`src/rtl/ifu_fetch_ctrl.sv`:
```
// ifu_fetch_ctrl - IFU fetch sequencer.
//   Generates the fetch PC stream (boot vector, sequential +4, BPU redirect,
//   EXU flush redirect), tracks in-flight instruction-memory requests in a
//   PC FIFO, drops responses of squashed requests and tags survivors with PC.
// Ports:
//   clk, rst                         clock, synchronous active-high reset
//   flush_vld_i / flush_pc_i         EXU redirect strobe and target
//   bpu_taken_i, bpu_op1_i/op2_i     BPU taken flag for the offered response,
//                                    target = op1 + op2
//   pc_req_vld_o/rdy_i/addr_o        fetch request channel
//   mem_rsp_vld_i / mem_rsp_rdy_o    instruction-memory response channel
//   ifu_rsp_vld_o/rdy_i/pc_o         surviving response toward BPU/decode
module ifu_fetch_ctrl #(
  parameter int                ADDR_W   = 32,
  parameter logic [ADDR_W-1:0] RST_PC   = 32'h8000_0000,
  parameter int                MAX_OUTS = 2
) (
  input  logic              clk,
  input  logic              rst,
  input  logic              flush_vld_i,
  input  logic [ADDR_W-1:0] flush_pc_i,
  input  logic              bpu_taken_i,
  input  logic [ADDR_W-1:0] bpu_op1_i,
  input  logic [ADDR_W-1:0] bpu_op2_i,
  output logic              pc_req_vld_o,
  input  logic              pc_req_rdy_i,
  output logic [ADDR_W-1:0] pc_req_addr_o,
  input  logic              mem_rsp_vld_i,
  output logic              mem_rsp_rdy_o,
  output logic              ifu_rsp_vld_o,
  input  logic              ifu_rsp_rdy_i,
  output logic [ADDR_W-1:0] ifu_rsp_pc_o
);

  localparam int CNT_W = $clog2(MAX_OUTS + 1);
  localparam int PTR_W = (MAX_OUTS > 1) ? $clog2(MAX_OUTS) : 1;
  localparam logic [CNT_W-1:0] MAX_CNT = CNT_W'(MAX_OUTS);

  typedef enum logic {BOOT, FETCH} state_t;

  state_t state, state_nxt;

  logic [ADDR_W-1:0]                next_pc;
  logic [CNT_W-1:0]                 outs_cnt;
  logic [CNT_W-1:0]                 drop_cnt;
  logic [PTR_W-1:0]                 wr_ptr, rd_ptr;
  logic [MAX_OUTS-1:0][ADDR_W-1:0]  pc_fifo;

  logic req_hs, mrsp_hs, out_hs, redir_bpu;
  logic has_outs, dropping;

  function automatic logic [PTR_W-1:0] ptr_inc(input logic [PTR_W-1:0] p);
    return (p == PTR_W'(MAX_OUTS - 1)) ? '0 : p + PTR_W'(1);
  endfunction

  // FSM
  always_ff @(posedge clk) begin
    if (rst) state <= BOOT;
    else     state <= state_nxt;
  end

  always_comb begin
    state_nxt = state;
    case (state)
      BOOT:    state_nxt = FETCH;
      FETCH:   state_nxt = FETCH;
      default: state_nxt = BOOT;
    endcase
  end

  // FIFO occupancy always equals outs_cnt, so no response can be presented
  // while it is zero; gating on it also yields the idle output values.
  assign has_outs = (outs_cnt != '0);
  assign dropping = (drop_cnt != '0);

  assign ifu_rsp_vld_o = has_outs & ~dropping & mem_rsp_vld_i;
  assign mem_rsp_rdy_o = has_outs & (dropping | ifu_rsp_rdy_i);
  assign ifu_rsp_pc_o  = pc_fifo[rd_ptr];

  assign out_hs    = ifu_rsp_vld_o & ifu_rsp_rdy_i;
  assign mrsp_hs   = mem_rsp_vld_i & mem_rsp_rdy_o;
  assign redir_bpu = bpu_taken_i & out_hs & ~flush_vld_i;

  // Uses the registered count: a same-cycle response does not free a slot
  // until the next cycle.
  assign pc_req_vld_o  = (state == FETCH) & (outs_cnt < MAX_CNT) &
                         ~flush_vld_i & ~redir_bpu;
  assign pc_req_addr_o = next_pc;
  assign req_hs        = pc_req_vld_o & pc_req_rdy_i;

  // PC FIFO storage (data needs no reset, pointers do)
  always_ff @(posedge clk) begin
    if (req_hs) pc_fifo[wr_ptr] <= next_pc;
  end

  always_ff @(posedge clk) begin
    if (rst) begin
      next_pc  <= RST_PC;
      outs_cnt <= '0;
      drop_cnt <= '0;
      wr_ptr   <= '0;
      rd_ptr   <= '0;
    end else begin
      if (req_hs)  wr_ptr <= ptr_inc(wr_ptr);
      if (mrsp_hs) rd_ptr <= ptr_inc(rd_ptr);

      outs_cnt <= outs_cnt + CNT_W'(req_hs) - CNT_W'(mrsp_hs);

      // Everything still in flight after this cycle is squashed on a
      // redirect; on a BPU redirect the current response is the one kept.
      if (flush_vld_i) begin
        next_pc  <= flush_pc_i;
        drop_cnt <= outs_cnt - CNT_W'(mrsp_hs);
      end else if (redir_bpu) begin
        next_pc  <= bpu_op1_i + bpu_op2_i;
        drop_cnt <= outs_cnt - CNT_W'(1);
      end else begin
        if (req_hs)             next_pc  <= next_pc + ADDR_W'(4);
        if (mrsp_hs && dropping) drop_cnt <= drop_cnt - CNT_W'(1);
      end
    end
  end

endmodule

```
`config.mk`:
```
export PLATFORM = sky130hd
export DESIGN_NAME = ifu_fetch_ctrl
export DESIGN_NICKNAME = d
export VERILOG_FILES = /design/src/rtl/ifu_fetch_ctrl.sv
export SDC_FILE = /design/constraint.sdc
export NUM_CORES = 1
export LEC_CHECK = 0
export BUFFER_PORTS_ARGS = -buffer_cell sky130_fd_sc_hd__buf_2
export CAP_MARGIN = 0
export CELL_PAD_IN_SITES_DETAIL_PLACEMENT = 1
export CELL_PAD_IN_SITES_GLOBAL_PLACEMENT = 2
export CORE_MARGIN = 2
export CORE_UTILIZATION = 33
export CTS_BUF_LIST = sky130_fd_sc_hd__clkbuf_4 sky130_fd_sc_hd__clkbuf_8 sky130_fd_sc_hd__clkbuf_16
export DETAILED_ROUTE_END_ITERATION = 10
export PLACE_DENSITY = 0.84
export SYNTH_ARGS = -nofsm -noshare
export SYNTH_HDL_FRONTEND = slang
export SYNTH_SLANG_ARGS = --single-unit
```
`constraint.sdc`:
```
create_clock -name clk -period 3.4 [get_ports clk]
set_input_delay 0.51 -clock clk [delete_from_list [all_inputs] [get_ports clk]]
set_output_delay 0.51 -clock clk [all_outputs]
set_load 0.05 [all_outputs]
```
==> results.md, run 1 <==
Yosys:
- The synthesis warning total is 0.
- The post-synthesis sequential area ratio is 39.60%.
- Counting flops with a built-in enable in the synthesized netlist gives 64.
- The synthesized area divided by synthesized cell count is 9.777 sq um.
- The most common cell in the synthesized netlist is sky130_fd_sc_hd__edfxtp_1.
- The synthesized net count is 837.
- The biggest area consumer among synthesized cells is sky130_fd_sc_hd__edfxtp_1.
- Among all flip-flop cells after synthesis, the most frequent one is sky130_fd_sc_hd__edfxtp_1.
- Counting instances in the post-synthesis netlist gives the leading cell types as 64 x sky130_fd_sc_hd__edfxtp_1, 59 x sky130_fd_sc_hd__nor2_1, 52 x sky130_fd_sc_hd__a21oi_1, 52 x sky130_fd_sc_hd__nand2_1, 39 x sky130_fd_sc_hd__dfxtp_1.
- The synthesized design contains 103 register bits.
- The mapped cell area is 6824 sq um.
- The number of library cell types mapped by synthesis is 86.
- The proportion of register bits with asynchronous set or reset after synthesis is 0%.
- The number of standard cells after synthesis is 698.
- Ranked by total cell area, the synthesized netlist is headed by sky130_fd_sc_hd__edfxtp_1 28%, sky130_fd_sc_hd__dfxtp_1 11%, sky130_fd_sc_hd__ha_1 6.4%, sky130_fd_sc_hd__mux2_2 5.3%, sky130_fd_sc_hd__a21oi_1 3.8%.
- The area share of the leading cell type in the synthesized netlist is 28.16%.

Layout:
- Counting the fill cells in the layout gives 2371.
- Relative to the synthesized area, the layout overhead comes to 20.83%.
- The fraction of layout cells with a size suffix above 1 is 30.81%.
- After the last flow step, the layout net total stands at 994.
- The post-layout instance area is 8245 sq um.
- The area of the multi-input gates is 3910 sq um.
- Across the whole layout, storage elements account for 2703 sq um.

Clock network:
- The total clock buffers created by CTS is 9.
- The root cell of the clock tree is sky130_fd_sc_hd__clkbuf_16.
- The clock net in this run drives a total of 103 sinks.
- The insertion delay to the later sink of the worst-skew pair is 0.35 ns.
- The total number of H-tree levels is 3.
- The maximum count of clock buffers along a single path is 2.
- The number of buffers inserted by post-CTS setup repair is 0.
- After clock tree synthesis, the clock-pin slew on the worst setup and hold paths is 0.07 ns.
- The TritonCTS clock tree is built.
- Buffers inserted to repair hold after CTS numbered 0.
- The number of resized instances in the post-cts repair step is 0.

Worst setup path:
- The startpoint identified for the worst register-to-register timing path is outs_cnt[1].
- The endpoint required time on the critical path is 2.89 ns.
- STA classifies the critical path startpoint as a flop.
- The most critical setup path has its startpoint at outs_cnt[1].
- The maximum fanout along the worst path is 9.
- The startpoint-to-endpoint class of the critical path is reg2out.
- The worst setup path is captured at an output port.
- The slack of the worst reg-to-reg path is 0.90 ns.
- For this design, the slowest cell found on the critical path is sky130_fd_sc_hd__dfxtp_1.
- The number of cell instances on the worst register-to-register path is 7.
- Following the worst setup path forward leads to its endpoint at pc_req_vld_o.
- Data arrives at the worst endpoint at 2.10 ns.
- On the worst path, the slowest cell contributes a delay of 0.44 ns.
- The critical path goes through o21a_1 -> nand3_2 -> nand2_2 -> nor3b_1 -> buf_2.
- The capture point of the worst reg-to-reg path is pc_req_addr_o[9].

Timing:
- The clock tree skew after final layout is 0.009229 ns.
- The number of setup violations in the final report is 0.
- Summed over all failing endpoints, the final setup total negative slack is 0 ns.
- The maximum clock rate is 383.2 MHz.
- The final-report max-slew violation count is 0.
- The slew of the pin with the lowest slew margin is 0.7266 ns.
- Setup repair after global routing left no endpoint under its margin.
- The share of the clock period used by the worst path is 76.76%.
- The routed design could run at a clock period as short as 2.610 ns.
- The count of endpoints failing hold in the final timing report is 0.
- Measured against its own limit, the worst slew margin works out to 51.38%.

Placed design:
- The post-DP HPWL is 16.67 mm.
- The placer congestion estimate is 0.8484.
- The placed instances occupy a cell area of 7954 sq um.
- The count of buffers inserted at the top-level ports is 169.

Min path:
- The tightest min-delay check is of the in2reg type.

Flow run:
- Max-cap violations in this run came to 0.

Floorplanning:
- The number of I/O pins is 170.
- The floorplan step set the die height to 147.8 um.
- The floorplan step defined a core boundary enclosing 20230 sq um.
- The die covers 21840 sq um.
- For this configuration, the core starts out at a cell density of 33.72%.
- The cell row count is 52.
- The floorplan step set the die width to 147.8 um.

Detailed routing:
- Dividing the detail-routed wire length by the instance count gives 18.97 um.
- The routed wire length is 21.45 mm.
- The number of optimization iterations in the first detailed-route pass is 4.
- The routed layout has 6011 vias.
- The residual DRC count is 0.
- The number of vias per cell after detailed routing is 5.315.
- For this block, the initial DRC count from the detailed router was 263.
- The post-route antenna net violation count is 0.

Power and ir drop:
- Summed over all cells, the static leakage comes to 3.342 nW.
- VDD sags by at most 0.0002582 V.
- Dividing total power by cell area gives a power density of 437.4 nW/um^2.

Global route:
- The first global-routing pass estimated 33.38 mm of wire.
- The number of global-route vias before repair is 5898.
- Global routing consumed, over all layers together, 19.52% of the routing resources.
- Entering global routing, the biggest net connects 33 pins.
- The leftover overflow at the end of global routing is 0.
- The number of antenna violations at the first check in global routing is 1.

Outcome:
- The flow ran to the end, and the final reports show no timing, DRC or antenna violations.
## cells by family after synthesis
kind of cell / share of synthesized area, %
XOR/XNOR: 6.417
adder cells (fa/ha/maj): 6.711
multiplexers: 6.087
flip-flops: 39.60
AND/OR/NAND/NOR: 17.47
AO/OA/AOI/OAI: 20.50
buffers and inverters: 3.209
## per-stage QoR
stage	power (mW)	instances	util, %	hold slack (ns)	worst slack, ns
after floorplan	2.301	698	-	0.4984	0.2833
after global placement	2.623	1114	39.31	0.4744	0.6228
after detailed placement	2.636	1114	39.31	0.4935	0.5650
after CTS	3.631	1130	40.74	0.3934	0.7792
after global routing	3.783	1130	40.74	0.4068	0.7063
final	3.606	1131	40.75	0.3973	0.7902
## power breakdown
| group | switching (mW) | total [mW] | internal (mW) |
|---|---|---|---|
| logic | 0.741 | 1.12 | 0.384 |
| clock network | 0.482 | 1.00 | 0.519 |
| registers | 0.0848 | 1.48 | 1.40 |
## flip-flops by register name (all words and copies together) (netlist names)
register       cells
wr_ptr             1
pc_req_addr_o     32
state              1
drop_cnt           2
outs_cnt           2
pc_fifo           64
rd_ptr             1
## cell usage in the layout (no fill, tap or decap), drive strengths merged, types with 4 or more instances in the layout
| cell type | instances |
|---|---|
| a211o | 4 |
| a211oi | 21 |
| a21boi | 4 |
| a21o | 8 |
| a21oi | 54 |
| a221oi | 5 |
| a31oi | 14 |
| and2 | 10 |
| and3 | 14 |
| buf | 184 |
| clkbuf | 10 |
| dfxtp | 39 |
| edfxtp | 64 |
| ha | 35 |
| inv | 14 |
| mux2 | 33 |
| mux2i | 4 |
| nand2 | 53 |
| nand2b | 6 |
| nand3 | 20 |
| nand4 | 16 |
| nor2 | 62 |
| nor2b | 6 |
| nor3 | 15 |
| nor4 | 5 |
| o211ai | 16 |
| o21a | 9 |
| o21ai | 33 |
| o221ai | 6 |
| xnor2 | 23 |
| xor2 | 27 |
## critical path, delay by kind of cell, from the launching register on
family / cells / cell delay [ns]
buf+inv: 1 / 0.34
simple gates: 3 / 0.64
flops: 1 / 0.44
compound gates: 1 / 0.33
## cell type report
| class | count | area share (%) |
|---|---|---|
| timing repair buffer | 184 | 11.62 |
| sequential | 103 | 32.78 |
| clock buffer | 10 | 2.822 |
| inverter | 12 | 0.5463 |
| tap | 270 | 4.097 |
| antenna | 1 | 0.03035 |
| clock inverter | 6 | 0.6829 |
| multi-input combinational | 545 | 47.42 |
## worst min-delay path by stage
| stage | startpoint | endpoint | slack (ns) | cells after the start |
|---|---|---|---|---|
| after global routing | flush_pc_i[27] | pc_req_addr_o[27] | 0.41 | 2 |
| after detailed placement | pc_req_addr_o[0] | pc_fifo[0] | 0.49 | 0 |
| after global placement | pc_req_addr_o[0] | pc_fifo[0] | 0.47 | 0 |
| after CTS | flush_pc_i[0] | pc_req_addr_o[0] | 0.39 | 3 |
| after floorplan | wr_ptr | wr_ptr | 0.50 | 2 |
| final | flush_pc_i[0] | pc_req_addr_o[0] | 0.40 | 3 |
## metal layers
metal / track usage (%) / vias to the layer above / routed length [um]
met5: 0 / - / 0
met4: 4.808 / 0 / 215
met3: 2.407 / 12 / 888
met2: 31.16 / 131 / 9960
met1: 28.14 / 2910 / 10390
li1: - / 2958 / -
Power figures use the tool's default switching activity.
==> run 2, diff against run 1 <==
--- a/config.mk
+++ b/config.mk
@@ -10,10 +10,10 @@
 export CELL_PAD_IN_SITES_DETAIL_PLACEMENT = 1
 export CELL_PAD_IN_SITES_GLOBAL_PLACEMENT = 2
 export CORE_MARGIN = 2
-export CORE_UTILIZATION = 33
+export CORE_UTILIZATION = 30
 export CTS_BUF_LIST = sky130_fd_sc_hd__clkbuf_4 sky130_fd_sc_hd__clkbuf_8 sky130_fd_sc_hd__clkbuf_16
 export DETAILED_ROUTE_END_ITERATION = 10
-export PLACE_DENSITY = 0.84
+export PLACE_DENSITY = 0.8
 export SYNTH_ARGS = -nofsm -noshare
 export SYNTH_HDL_FRONTEND = slang
 export SYNTH_SLANG_ARGS = --single-unit
==> constraint.sdc (replaced) <==
create_clock -name clk -period 2.3 [get_ports clk]
set_input_delay 0.345 -clock clk [delete_from_list [all_inputs] [get_ports clk]]
set_output_delay 0.345 -clock clk [all_outputs]
set_load 0.05 [all_outputs]
==> run 2 against run 1 <==
- clock power increased by 67%
- critical path depth unchanged
- die area increased by 9.7%
- register-to-register slack got worse by 0.74 ns
- sequential share of layout area decreased by 3.0 points
- hold slack got worse by 0.17 ns
- clock skew increased by 0.0028 ns
- clock-buffer cell count unchanged
- first-iteration DRC count unchanged
- sequential power increased by 45%
==> results.md, run 2 (synthesis results as in run 1) <==
Worst setup path:
- The kind of capture point of the worst setup path is an output port.
- The maximum fanout along the worst path was 5 (-4).
- The worst register-to-register path ends at outs_cnt[1].
- The endpoint required time on the critical path was 1.96 ns (-0.93 ns).
- The endpoint arrival time on the critical path is 1.85 ns (-0.25 ns).
- The setup path with the least slack is of type reg2out.
- The startpoint identified for the worst register-to-register timing path is outs_cnt[1].
- The slack of the worst reg-to-reg path is 0.16 ns (-0.74 ns).
- The category of the worst setup path launch point is a flop.
- The number of cell instances on the worst register-to-register path is 10 (+3).

Detailed routing:
- The vias after detailed routing is 6327 (+5.3%).
- The average detailed-routed wire length per instance is 18.33 um (-3.3%).
- The residual DRC count is 0 (unchanged).
- The number of optimization iterations in the first detailed-route pass is 5 (+1).
- The number of violations reported at the end of detailed-routing iteration 0 is 263 (unchanged).
- The post-route antenna net violation count is 0 (unchanged).
- The number of vias per cell after detailed routing is 5.107 (-3.9%).
- The routed wire length is 22.72 mm (+5.9%).

Placed design:
- The placer congestion estimate is 0.8578 (+1.1%).
- The cell area after placement is 8733 sq um (+9.8%).
- The post-placement setup slack was -0.2339 ns (-0.7989 ns).
- The post-DP HPWL is 18.18 mm (+9.1%).
- The number of placed instances, taps included is 1222 (+9.7%).
- The count of buffers inserted at the top-level ports is 169 (unchanged).

Timing:
- The worst hold slack is 0.2311 ns (-0.1662 ns).
- The worst path uses 95.51% of the clock period.
- Based on the critical path, the design can be clocked at up to 455.2 MHz.
- The slew of the pin with the lowest slew margin is 0.4292 ns (-0.2974 ns).
- The clock period could shrink to 2.197 ns.
- The final-report max-slew violation count is 0 (unchanged).
- The number of setup violations in the final report is 0 (unchanged).
- Setup repair after global routing left no endpoint under its margin.
- The least setup slack across all paths after layout is 0.1032 ns (-0.6870 ns).
- The count of endpoints failing hold in the final timing report is 0 (unchanged).
- The worst slew margin relative to its limit is 71.36% (+20 points).
- The clock tree skew after final layout is 0.01204 ns (+0.002807 ns).

Clock network:
- TritonCTS built the clock tree.
- The register clock-pin slew on the reported worst setup and hold paths is 0.08 ns (about the same).
- The total clock buffers created by CTS was 9 (unchanged).
- The clock sink count was 103 (unchanged).
- The maximum count of clock buffers along a single path was 2 (unchanged).
- The root cell of the clock tree is sky130_fd_sc_hd__clkbuf_16.
- The insertion delay to the later sink of the worst-skew pair is 0.35 ns (about the same).
- The total number of H-tree levels is 3 (unchanged).

Flow run:
- The max-cap violation count was 0 (unchanged).

Power and ir drop:
- The worst supply voltage drop on vdd is 0.0003372 V (+31%).
- The power density over the cells is 632.2 nW/um^2 (+45%).
- The total leakage power is 3.858 nW (+15%).

Floorplanning:
- The chip height is 154.8 um (+4.7%).
- The area of the core region is 22500 sq um (+11%).
- The cell row count is 55 (+5.8%).
- The initial standard-cell utilization of the core is 30.33% (-3.4 points).
- The die outline area is 23970 sq um (+9.7%).
- The number of I/O pins is 170 (unchanged).
- The floorplan die width is 154.8 um (+4.7%).

Min path:
- The worst hold-check path type is in2reg.
- The hold-critical path depth is 2 (-1).
- The path with the worst hold slack has its endpoint at pc_req_addr_o[27].
- The start point of the worst hold path is flush_pc_i[27].

Layout:
- The library cell used most frequently in the layout, excluding fill and tap cells, is sky130_fd_sc_hd__buf_2.
- pc_fifo holds more flip-flops than any other register.
- The total number of nets in the final design was 1088 (+9.5%).
- The antenna cell count is 0 (-1).
- In the layout the commonest cells are 169 x sky130_fd_sc_hd__buf_2, 105 x sky130_fd_sc_hd__buf_4, 64 x sky130_fd_sc_hd__edfxtp_1.
- The flip-flop count of the largest register, all copies and words added came to 64 (unchanged).
- The relative area change from synthesis to final layout is 33.35%.
- The fraction of layout cells with a size suffix above 1 was 38.78% (+8.0 points).
- The count of non-filler cells in the finished layout is 1239 (+9.5%).
- The end-of-flow core utilization is 40.44% (-0.31 points).
- The post-layout instance area was 9100 sq um (+10%).

Global route:
- The wire length of the first global-routing pass is 35.56 mm (+6.6%).
- The leftover overflow at the end of global routing is 0 (unchanged).
- The overall routing resource usage is 18.94% (-0.58 points).
- The pin count of the biggest net entering global routing came to 33 (unchanged).
- The number of global-route vias before repair is 6437 (+9.1%).
- The number of antenna violations at the first check in global routing is 2 (+1).

Outcome:
- The run finished with clean final reports.
==> run 2: layout make-up <==
cell class                      count  area [sq um]
Timing Repair Buffer              278          1714
Multi-Input combinational cell    545          3951
Tap cell                          285         356.6
Sequential cell                   103          2710
Clock buffer                       10         232.7
Fill cell                        2615         13400
Clock inverter                      6         90.09
Inverter                           12         45.04
==> run 2: report_power, final <==
group          switching [mW]  leakage, nW  internal, mW  total [mW]
Clock                   0.696        0.157         0.973        1.67
Combinational            1.19         2.78         0.746        1.93
Sequential             0.0849        0.916          2.06        2.15
==> run 2: worst max path at each step <==
stage / slack [ns] / cells past startpoint / to / start
2_1_floorplan: 0.02 / 7 / pc_req_addr_o[23] / pc_req_addr_o[18]
3_3_place_gp: -0.25 / 11 / pc_req_addr_o[25] / bpu_op1_i[0]
3_5_place_dp: -0.23 / 11 / pc_req_addr_o[26] / bpu_op1_i[0]
4_1_cts: 0.08 / 5 / pc_req_vld_o / outs_cnt[1]
5_1_grt: 0.007 / 7 / pc_req_addr_o[4] / outs_cnt[1]
6_report: 0.10 / 5 / pc_req_vld_o / outs_cnt[1]
==> run 2: metrics by stage <==
step,power (mW),TNS [ns]
finish,5.753,0
global route,6.025,0
CTS,5.788,0
detailed placement,4.118,-3.261
global placement,4.090,-3.032
floorplan,3.405,0
==> run 2: metal layers <==
| metal | track usage [%] | up-vias | wire length (um) |
|---|---|---|---|
| met5 | 0 | - | 29 |
| met4 | 4.982 | 4 | 342 |
| met3 | 2.242 | 25 | 800 |
| met2 | 32.02 | 130 | 10770 |
| met1 | 25.76 | 3033 | 10770 |
| li1 | - | 3135 | - |
==> run 2: what timing repair did <==
| action | in CTS | in global routing |
|---|---|---|
| hold endpoints to repair | 0 | 0 |
| hold buffers | 0 | 0 |
| resized for setup | 0 | 7 |
| setup endpoints to repair | 0 | 4 |
| setup buffers | 0 | 1 |
==> run 2: critical path, cell delays in order (launching register included) <==
cell                      delay [ns]
sky130_fd_sc_hd__dfxtp_1        0.38
sky130_fd_sc_hd__o21a_1         0.31
sky130_fd_sc_hd__nand3_2        0.14
sky130_fd_sc_hd__nand2_2        0.09
sky130_fd_sc_hd__nor3b_2        0.27
sky130_fd_sc_hd__buf_2          0.31
